==> config.mk <==
export PLATFORM = sky130hd
export DESIGN_NAME = ws2812_stream_driver_flat
export DESIGN_NICKNAME = d
export VERILOG_FILES = /design/src/rtl/ws2812_stream_driver_pkg.sv /design/src/rtl/ws2812_stream_driver_if.sv /design/src/rtl/ws2812_stream_driver_bit_encoder.sv /design/src/rtl/ws2812_stream_driver.sv /design/src/flat_wrapper.sv
export SDC_FILE = /design/constraint.sdc
export NUM_CORES = 1
export LEC_CHECK = 0
export ABC_AREA = 0
export BUFFER_PORTS_ARGS = -buffer_cell sky130_fd_sc_hd__buf_4
export CELL_PAD_IN_SITES_DETAIL_PLACEMENT = 0
export CELL_PAD_IN_SITES_GLOBAL_PLACEMENT = 1
export CORE_ASPECT_RATIO = 1.5
export CORE_UTILIZATION = 50
export CTS_CLUSTER_SIZE = 28
export DETAILED_ROUTE_END_ITERATION = 10
export GPL_ROUTABILITY_DRIVEN = 0
export PLACE_DENSITY_LB_ADDON = 0.1
export SLEW_MARGIN = 20
export SYNTH_ARGS = -nofsm -noshare
export SYNTH_HDL_FRONTEND = slang
export SYNTH_SLANG_ARGS = --single-unit
==> constraint.sdc <==
create_clock -name clk -period 7.9 [get_ports clk]
set_input_delay 1.58 -clock clk [delete_from_list [all_inputs] [get_ports clk]]
set_output_delay 1.58 -clock clk [all_outputs]
set_load 0.005 [all_outputs]
==> src/rtl/ws2812_stream_driver_pkg.sv <==
// Shared types and timing helpers for the WS2812 stream driver.
package ws2812_stream_driver_pkg;

  typedef enum logic [1:0] {
    IDLE  = 2'd0,
    FIRST = 2'd1,
    SHIFT = 2'd2,
    LATCH = 2'd3
  } state_t;

  // Clocks per transmitted bit.
  function automatic int calc_t_bit(input int clk_freq, input int lat_freq);
    return clk_freq / lat_freq;
  endfunction

  // High time of a 0 bit, in clocks.
  function automatic int calc_t0h(input int t_bit);
    return t_bit * 25 / 100;
  endfunction

  // High time of a 1 bit, in clocks.
  function automatic int calc_t1h(input int t_bit);
    return t_bit * 65 / 100;
  endfunction

  // Latch (reset) low time, in clocks.
  function automatic int calc_t_rst(input int reset_us, input int clk_freq);
    return reset_us * (clk_freq / 1000000);
  endfunction

endpackage

==> src/rtl/ws2812_stream_driver_if.sv <==
// Control, status and pixel-stream bundle between a pixel source and the driver.
interface ws2812_stream_driver_if #(
  parameter int BITS_PER_LED = 24,
  parameter int ADDR_W       = 16
);
  logic                    start;
  logic                    cfg_wr;
  logic [ADDR_W-1:0]       cfg_data;
  logic [BITS_PER_LED-1:0] pix_data;
  logic                    pix_valid;
  logic                    pix_ready;
  logic                    busy;
  logic                    frame_done;
  logic                    underrun;

  // Pixel source / controller side.
  modport master (
    output start, cfg_wr, cfg_data, pix_data, pix_valid,
    input  pix_ready, busy, frame_done, underrun
  );

  // Driver side.
  modport slave (
    input  start, cfg_wr, cfg_data, pix_data, pix_valid,
    output pix_ready, busy, frame_done, underrun
  );
endinterface

==> src/rtl/ws2812_stream_driver_bit_encoder.sv <==
// Times one WS2812 bit: high for T1H/T0H clocks, low for the rest of T_BIT.
// bit_start marks clock 0 of a bit; the encoder then runs on its own to the end.
module ws2812_bit_encoder #(
  parameter int T_BIT = 62,
  parameter int T0H   = 15,
  parameter int T1H   = 40
) (
  input  logic clk,
  input  logic reset,
  input  logic bit_val,
  input  logic bit_start,
  output logic level,
  output logic bit_last
);
  localparam int CNT_W = $clog2(T_BIT);
  localparam logic [CNT_W-1:0] CNT_LAST = CNT_W'(T_BIT - 1);
  localparam logic [CNT_W-1:0] HI_0     = CNT_W'(T0H);
  localparam logic [CNT_W-1:0] HI_1     = CNT_W'(T1H);

  logic [CNT_W-1:0] cnt;
  logic             running;
  logic             active;

  // Level and last-clock flag for the clock currently in progress.
  // NOTE: every output of an always_comb gets a value on every path, so no latch is inferred.
  always_comb begin
    active   = bit_start | running;
    level    = active & (cnt < (bit_val ? HI_1 : HI_0));
    bit_last = active & (cnt == CNT_LAST);
  end

  // Per-bit clock counter; rests at zero between bits so clock 0 needs no preload.
  // NOTE: sequential state uses non-blocking assignments only.
  always_ff @(posedge clk) begin
    if (reset) begin
      cnt     <= '0;
      running <= 1'b0;
    end else if (active) begin
      if (cnt == CNT_LAST) begin
        cnt     <= '0;
        running <= 1'b0;
      end else begin
        cnt     <= cnt + 1'b1;
        running <= 1'b1;
      end
    end
  end

endmodule

==> src/rtl/ws2812_stream_driver.sv <==
// WS2812-family LED driver: pixel stream in, one registered LED data line out.
// A single holding register prefetches the next pixel so LEDs run back to back.
module ws2812_stream_driver
  import ws2812_stream_driver_pkg::*;
#(
  parameter int CLK_FREQ     = 50000000,
  parameter int LAT_FREQ     = 800000,
  parameter int BITS_PER_LED = 24,
  parameter int ADDR_W       = 16,
  parameter int RESET_US     = 60,
  parameter bit INVERT       = 1'b0
) (
  input  logic                    clk,
  input  logic                    reset,
  ws2812_stream_driver_if.slave   bus,
  output logic                    dout
);
  localparam int T_BIT = calc_t_bit(CLK_FREQ, LAT_FREQ);
  localparam int T0H   = calc_t0h(T_BIT);
  localparam int T1H   = calc_t1h(T_BIT);
  localparam int T_RST = calc_t_rst(RESET_US, CLK_FREQ);

  localparam int BIT_W = $clog2(BITS_PER_LED);
  localparam int RST_W = (T_RST > 1) ? $clog2(T_RST) : 1;
  localparam logic [BIT_W-1:0] BIT_LAST = BIT_W'(BITS_PER_LED - 1);
  localparam logic [RST_W-1:0] RST_LAST = RST_W'(T_RST - 1);

  state_t                  state;
  logic [BITS_PER_LED-1:0] shift_reg;
  logic [BITS_PER_LED-1:0] hold_reg;
  logic                    hold_full;
  logic [BIT_W-1:0]        bit_idx;
  logic [ADDR_W-1:0]       nb_leds;
  logic [ADDR_W-1:0]       sent;
  logic [ADDR_W-1:0]       fetched;
  logic [RST_W-1:0]        latch_cnt;
  logic                    busy;
  logic                    frame_done;
  logic                    underrun;
  logic                    bit_start;

  logic                    level;
  logic                    bit_last;
  logic                    pix_ready;
  logic                    accept;
  logic                    led_end;
  logic [ADDR_W-1:0]       sent_next;
  logic [ADDR_W-1:0]       start_count;

  // NOTE: pix_ready is built from registers only, so it never loops back through pix_valid.
  assign pix_ready   = busy & ~hold_full & (fetched < nb_leds);
  assign accept      = bus.pix_valid & pix_ready;
  assign led_end     = (state == SHIFT) & bit_last & (bit_idx == BIT_LAST);
  assign sent_next   = sent + 1'b1;
  // A cfg_wr in the same cycle as start supplies the count that start uses.
  assign start_count = bus.cfg_wr ? bus.cfg_data : nb_leds;

  assign bus.pix_ready  = pix_ready;
  assign bus.busy       = busy;
  assign bus.frame_done = frame_done;
  assign bus.underrun   = underrun;

  ws2812_bit_encoder #(
    .T_BIT (T_BIT),
    .T0H   (T0H),
    .T1H   (T1H)
  ) u_bit_encoder (
    .clk       (clk),
    .reset     (reset),
    .bit_val   (shift_reg[BITS_PER_LED-1]),
    .bit_start (bit_start),
    .level     (level),
    .bit_last  (bit_last)
  );

  // Frame FSM with shift/holding registers, LED counters and registered outputs.
  // NOTE: shift_reg and hold_reg carry data only and stay out of reset; state and hold_full gate their use.
  always_ff @(posedge clk) begin
    if (reset) begin
      state      <= IDLE;
      hold_full  <= 1'b0;
      bit_idx    <= '0;
      nb_leds    <= '0;
      sent       <= '0;
      fetched    <= '0;
      latch_cnt  <= '0;
      busy       <= 1'b0;
      frame_done <= 1'b0;
      underrun   <= 1'b0;
      bit_start  <= 1'b0;
      dout       <= INVERT;
    end else begin
      frame_done <= 1'b0;
      underrun   <= 1'b0;
      bit_start  <= 1'b0;
      dout       <= level ^ INVERT;
      if (accept) fetched <= fetched + 1'b1;

      case (state)
        IDLE: begin
          if (bus.cfg_wr) nb_leds <= bus.cfg_data;
          if (bus.start && (start_count != '0)) begin
            state     <= FIRST;
            busy      <= 1'b1;
            sent      <= '0;
            fetched   <= '0;
            hold_full <= 1'b0;
          end
        end

        FIRST: begin
          if (accept) begin
            shift_reg <= bus.pix_data;
            bit_idx   <= '0;
            bit_start <= 1'b1;
            state     <= SHIFT;
          end
        end

        SHIFT: begin
          // A pixel arriving exactly at the LED boundary bypasses the holding register.
          if (accept && !led_end) begin
            hold_reg  <= bus.pix_data;
            hold_full <= 1'b1;
          end
          if (bit_last) begin
            if (bit_idx == BIT_LAST) begin
              sent    <= sent_next;
              bit_idx <= '0;
              if (sent_next == nb_leds) begin
                state     <= LATCH;
                latch_cnt <= '0;
              end else if (hold_full) begin
                shift_reg <= hold_reg;
                hold_full <= 1'b0;
                bit_start <= 1'b1;
              end else if (accept) begin
                shift_reg <= bus.pix_data;
                bit_start <= 1'b1;
              end else begin
                underrun  <= 1'b1;
                state     <= LATCH;
                latch_cnt <= '0;
              end
            end else begin
              shift_reg <= shift_reg << 1;
              bit_idx   <= bit_idx + 1'b1;
              bit_start <= 1'b1;
            end
          end
        end

        LATCH: begin
          if (latch_cnt == RST_LAST) begin
            state      <= IDLE;
            busy       <= 1'b0;
            frame_done <= 1'b1;
          end else begin
            latch_cnt <= latch_cnt + 1'b1;
          end
        end

        default: state <= IDLE;
      endcase
    end
  end

endmodule
==> src/flat_wrapper.sv <==
// flat-port wrapper written by rule: the top's interface ports become plain ports
module ws2812_stream_driver_flat import ws2812_stream_driver_pkg::*;
#(
  parameter int CLK_FREQ     = 50000000,
  parameter int LAT_FREQ     = 800000,
  parameter int BITS_PER_LED = 24,
  parameter int ADDR_W       = 16,
  parameter int RESET_US     = 60,
  parameter bit INVERT       = 1'b0
)
  (clk, reset, dout, bus_start, bus_cfg_wr, bus_cfg_data, bus_pix_data, bus_pix_valid, bus_pix_ready, bus_busy, bus_frame_done, bus_underrun);
  ws2812_stream_driver_if #(.BITS_PER_LED(BITS_PER_LED), .ADDR_W(ADDR_W)) bus_i ();
  input  logic clk;
  input  logic reset;
  output logic dout;
  input wire logic [$bits(bus_i.start)-1:0] bus_start;
  input wire logic [$bits(bus_i.cfg_wr)-1:0] bus_cfg_wr;
  input wire logic [$bits(bus_i.cfg_data)-1:0] bus_cfg_data;
  input wire logic [$bits(bus_i.pix_data)-1:0] bus_pix_data;
  input wire logic [$bits(bus_i.pix_valid)-1:0] bus_pix_valid;
  output wire logic [$bits(bus_i.pix_ready)-1:0] bus_pix_ready;
  output wire logic [$bits(bus_i.busy)-1:0] bus_busy;
  output wire logic [$bits(bus_i.frame_done)-1:0] bus_frame_done;
  output wire logic [$bits(bus_i.underrun)-1:0] bus_underrun;
  assign bus_i.start = bus_start;
  assign bus_i.cfg_wr = bus_cfg_wr;
  assign bus_i.cfg_data = bus_cfg_data;
  assign bus_i.pix_data = bus_pix_data;
  assign bus_i.pix_valid = bus_pix_valid;
  assign bus_pix_ready = bus_i.pix_ready;
  assign bus_busy = bus_i.busy;
  assign bus_frame_done = bus_i.frame_done;
  assign bus_underrun = bus_i.underrun;
  ws2812_stream_driver #(.CLK_FREQ(CLK_FREQ), .LAT_FREQ(LAT_FREQ), .BITS_PER_LED(BITS_PER_LED), .ADDR_W(ADDR_W), .RESET_US(RESET_US), .INVERT(INVERT)) u_core (.clk(clk), .reset(reset), .bus(bus_i), .dout(dout));
endmodule
==> impl_metrics.ini <==
[drt]
route.detailed.drc = 5
dr.pass1.iters = 8
vias_per_cell = 6.13
wire_per_inst_um = 17.9
drt-total-wl_um = 17900
vias = 6119
drtAntennaViolNets = 0
drt-initial-drc-count = 351

[worst_setup_path]
cp_cell_sequence = buf_4, or4b_2, a2bb2oi_1, o41a_1, mux2_2, o21ai_1, o21ai_0, a21oi_1
cp_top_family = compound AO/OA/AOI/OAI gates
timing.critical_path.arrival_ns = 4.19
path_depth = 8
crit_type = primary input to register
end_kind = register
critPathMaxStageDelay_ns = 0.65
critPathBufInv = 1
r2r-start = u_core.sent[0]
cp-start-kind = primary input
cp-startpoint = bus_cfg_data[4]
worstPathMaxFanout = 16
crit_required_ns = 8.24
worstRegToRegCells = 9
slowest_stage = or4b_2

[sta]
setup_ws_ns = 4.05
rsz0062_at_grt = no
fin_tns_setup_ns = 0
slew_viol_final = 0
holdWs_ns = 0.459
period_share_pct = 48.7
period_needed_ns = 3.85
setup_violations = 0
worstMarginPinSlew_ns = 1.03
hold_viol = 0
max_freq_ghz = 0.260
max_slew_margin_pct = 30.6
fin_worst_skew_ns = 0.0105

[worst_hold_path]
whs_path_depth = 2
hp-class = register to register
hold_start = u_core.nb_leds[2]

[grt]
grtUsageTotal_pct = 26.0
grt-ovfl-total = 0
antenna_found_initial = 0
grt_pass1_wl_um = 30000
grt_pass1_vias = 6044
grt_max_degree = 50

[power]
switching_share_pct = 33.1
p_leak_nw = 2.77
p_sw_uw = 696
seqPwrFrac_pct = 40.6
power_density_nw_per_um2 = 263
clkPwrFrac_pct = 35.8
p_comb_share_pct = 23.6
p_int_mw = 1.41
ir_drop_uv = 121

[clocking]
cts_tree = built
clock_latency_ns = 0.42
cts_root_buf = clkbuf_16
cts.clk_slew.worst_paths_ns = 0.07
cts_sinks = 128
cts_made_buffers = 17
cts_max_path_buffers = 2
post-cts-setup-buffer-count = 0
ctsHoldBuffers = 0
htreeDepth = 4
cts_resized = 0

[final_layout]
fin_cells = 999
fin_nets = 897
post-route-util_pct = 58.8
n_antenna_cell = 0
final_layout_size_suffix_gt1_share_pct = 13.4
synthToLayoutAreaGrowth_pct = 14.4

[yosys]
synth_nets = 870
synth_area_um2 = 6990
ys_ff_latch = 128
syn-instance-count = 797
synth_top_area_share_pct = 22.9
synth_edf_count = 48
ys_seq_area_share_pct = 43.5
avgSynthCellArea_um2 = 8.77
synthArstFlopShare_pct = 0
synth_area_leaders = dfxtp_1, edfxtp_1, nand2_1
synth_common_cells = nand2_1, dfxtp_1, a21oi_1
synth_top_area_cell = dfxtp_1
yosys_most_used_dff = dfxtp_1
synth_cell_types = 66
yosysMostFrequentCell = nand2_1
yosysWarnings = 0

[floorplan]
dieArea_um2 = 14500
die_y_um = 147
chipWidth_um = 98.5
rows = 52
start_util_pct = 51.4
boundaryPins = 50
coreArea_um2 = 13600

[placement]
portBuffers = 49
dp_hpwl_um = 12200
pre_cts_ws_ns = 3.55
dp.cells = 967

[run_status]
violations = design-rule violations
run_status = finished, violations left

[run]
cap_violations = 0
through the flow:
step	cell area, um^2	total power [mW]
after floorplan	6990	1.20
after global placement	7420	1.34
after detailed placement	7430	1.36
after CTS	7990	2.11
after global routing	7990	2.21
final	7990	2.10
cell type report:
| type | count | area [um^2] |
|---|---|---|
| clock buffers | 17 | 425 |
| clock inverters | 15 | 138 |
| fillers | 1253 | 5610 |
| inverters | 29 | 109 |
| multi-input cells | 591 | 3650 |
| flip-flops and latches | 128 | 3040 |
| well taps | 162 | 203 |
| repair buffers | 57 | 428 |
per-layer routing:
metal | GRT usage (%) | vias up | part of all wire (%)
met3 | 4.85 | 27 | 4.0
met4 | 9.85 | 0 | 2.0
met5 | 0 | - | 0
li1 | - | 3017 | -
met2 | 44.6 | 146 | 50
met1 | 32.3 | 2929 | 44
path summary, 6_finish.rpt:
| check | endpoint | slack [ns] |
|---|---|---|
| worst min-delay path | u_core.nb_leds[2] | 0.46 |
| worst max register to register | u_core.shift_reg[17] | 4.20 |
| worst min register to register | u_core.nb_leds[2] | 0.46 |
| worst max-delay path | u_core.sent[4] | 4.05 |
power groups by stage:
stage                     sequential [mW]  clock, mW  combinational, mW
after global placement              0.862          0              0.478
after detailed placement            0.866          0              0.493
after CTS                           0.852      0.765              0.498
final                               0.852      0.752              0.497
after floorplan                     0.841          0              0.364
after global routing                0.861      0.798              0.556
layout by cell type, fill, tap and decap left out, types with 4 or more instances in the layout:
cell       instances
nand2_1          133
dfxtp_1           80
a21oi_1           57
buf_4             57
edfxtp_1          48
nor2_1            43
o21ai_0           33
o22ai_1           29
inv_1             28
ha_1              28
a32oi_1           24
nand3_1           21
xnor2_1           20
nor4_1            18
or3_1             17
clkbuf_16         17
nand4_1           15
xor2_1            15
nor3_1            14
o21a_1            10
and2_1             8
a221oi_1           8
inv_6              8
nand2b_1           6
a2111oi_0          5
mux2i_1            5
and3_1             5
a211oi_1           5
o32ai_1            5
o211ai_1           4
or2_2              4
inv_8              4
logic make-up (layout without fill, tap and decap cells):
| group | after synthesis | count (layout) | share of synthesized area [%] |
|---|---|---|---|
| AO/OA/AOI/OAI | 209 | 209 | 19.7 |
| XOR/XNOR | 35 | 35 | 4.39 |
| adder cells (fa/ha/maj) | 28 | 28 | 5.01 |
| buffers and inverters | 78 | 118 | 4.60 |
| flip-flops | 128 | 128 | 43.5 |
| multiplexers | 6 | 6 | 0.877 |
| AND/OR/NAND/NOR | 313 | 313 | 21.9 |
worst min-delay path: stages (launching register included):
cell and delay (ns):
dfxtp_1 0.31, nand2_1 0.05, a21oi_1 0.05
Note: power is estimated with default switching activity, not from simulation.
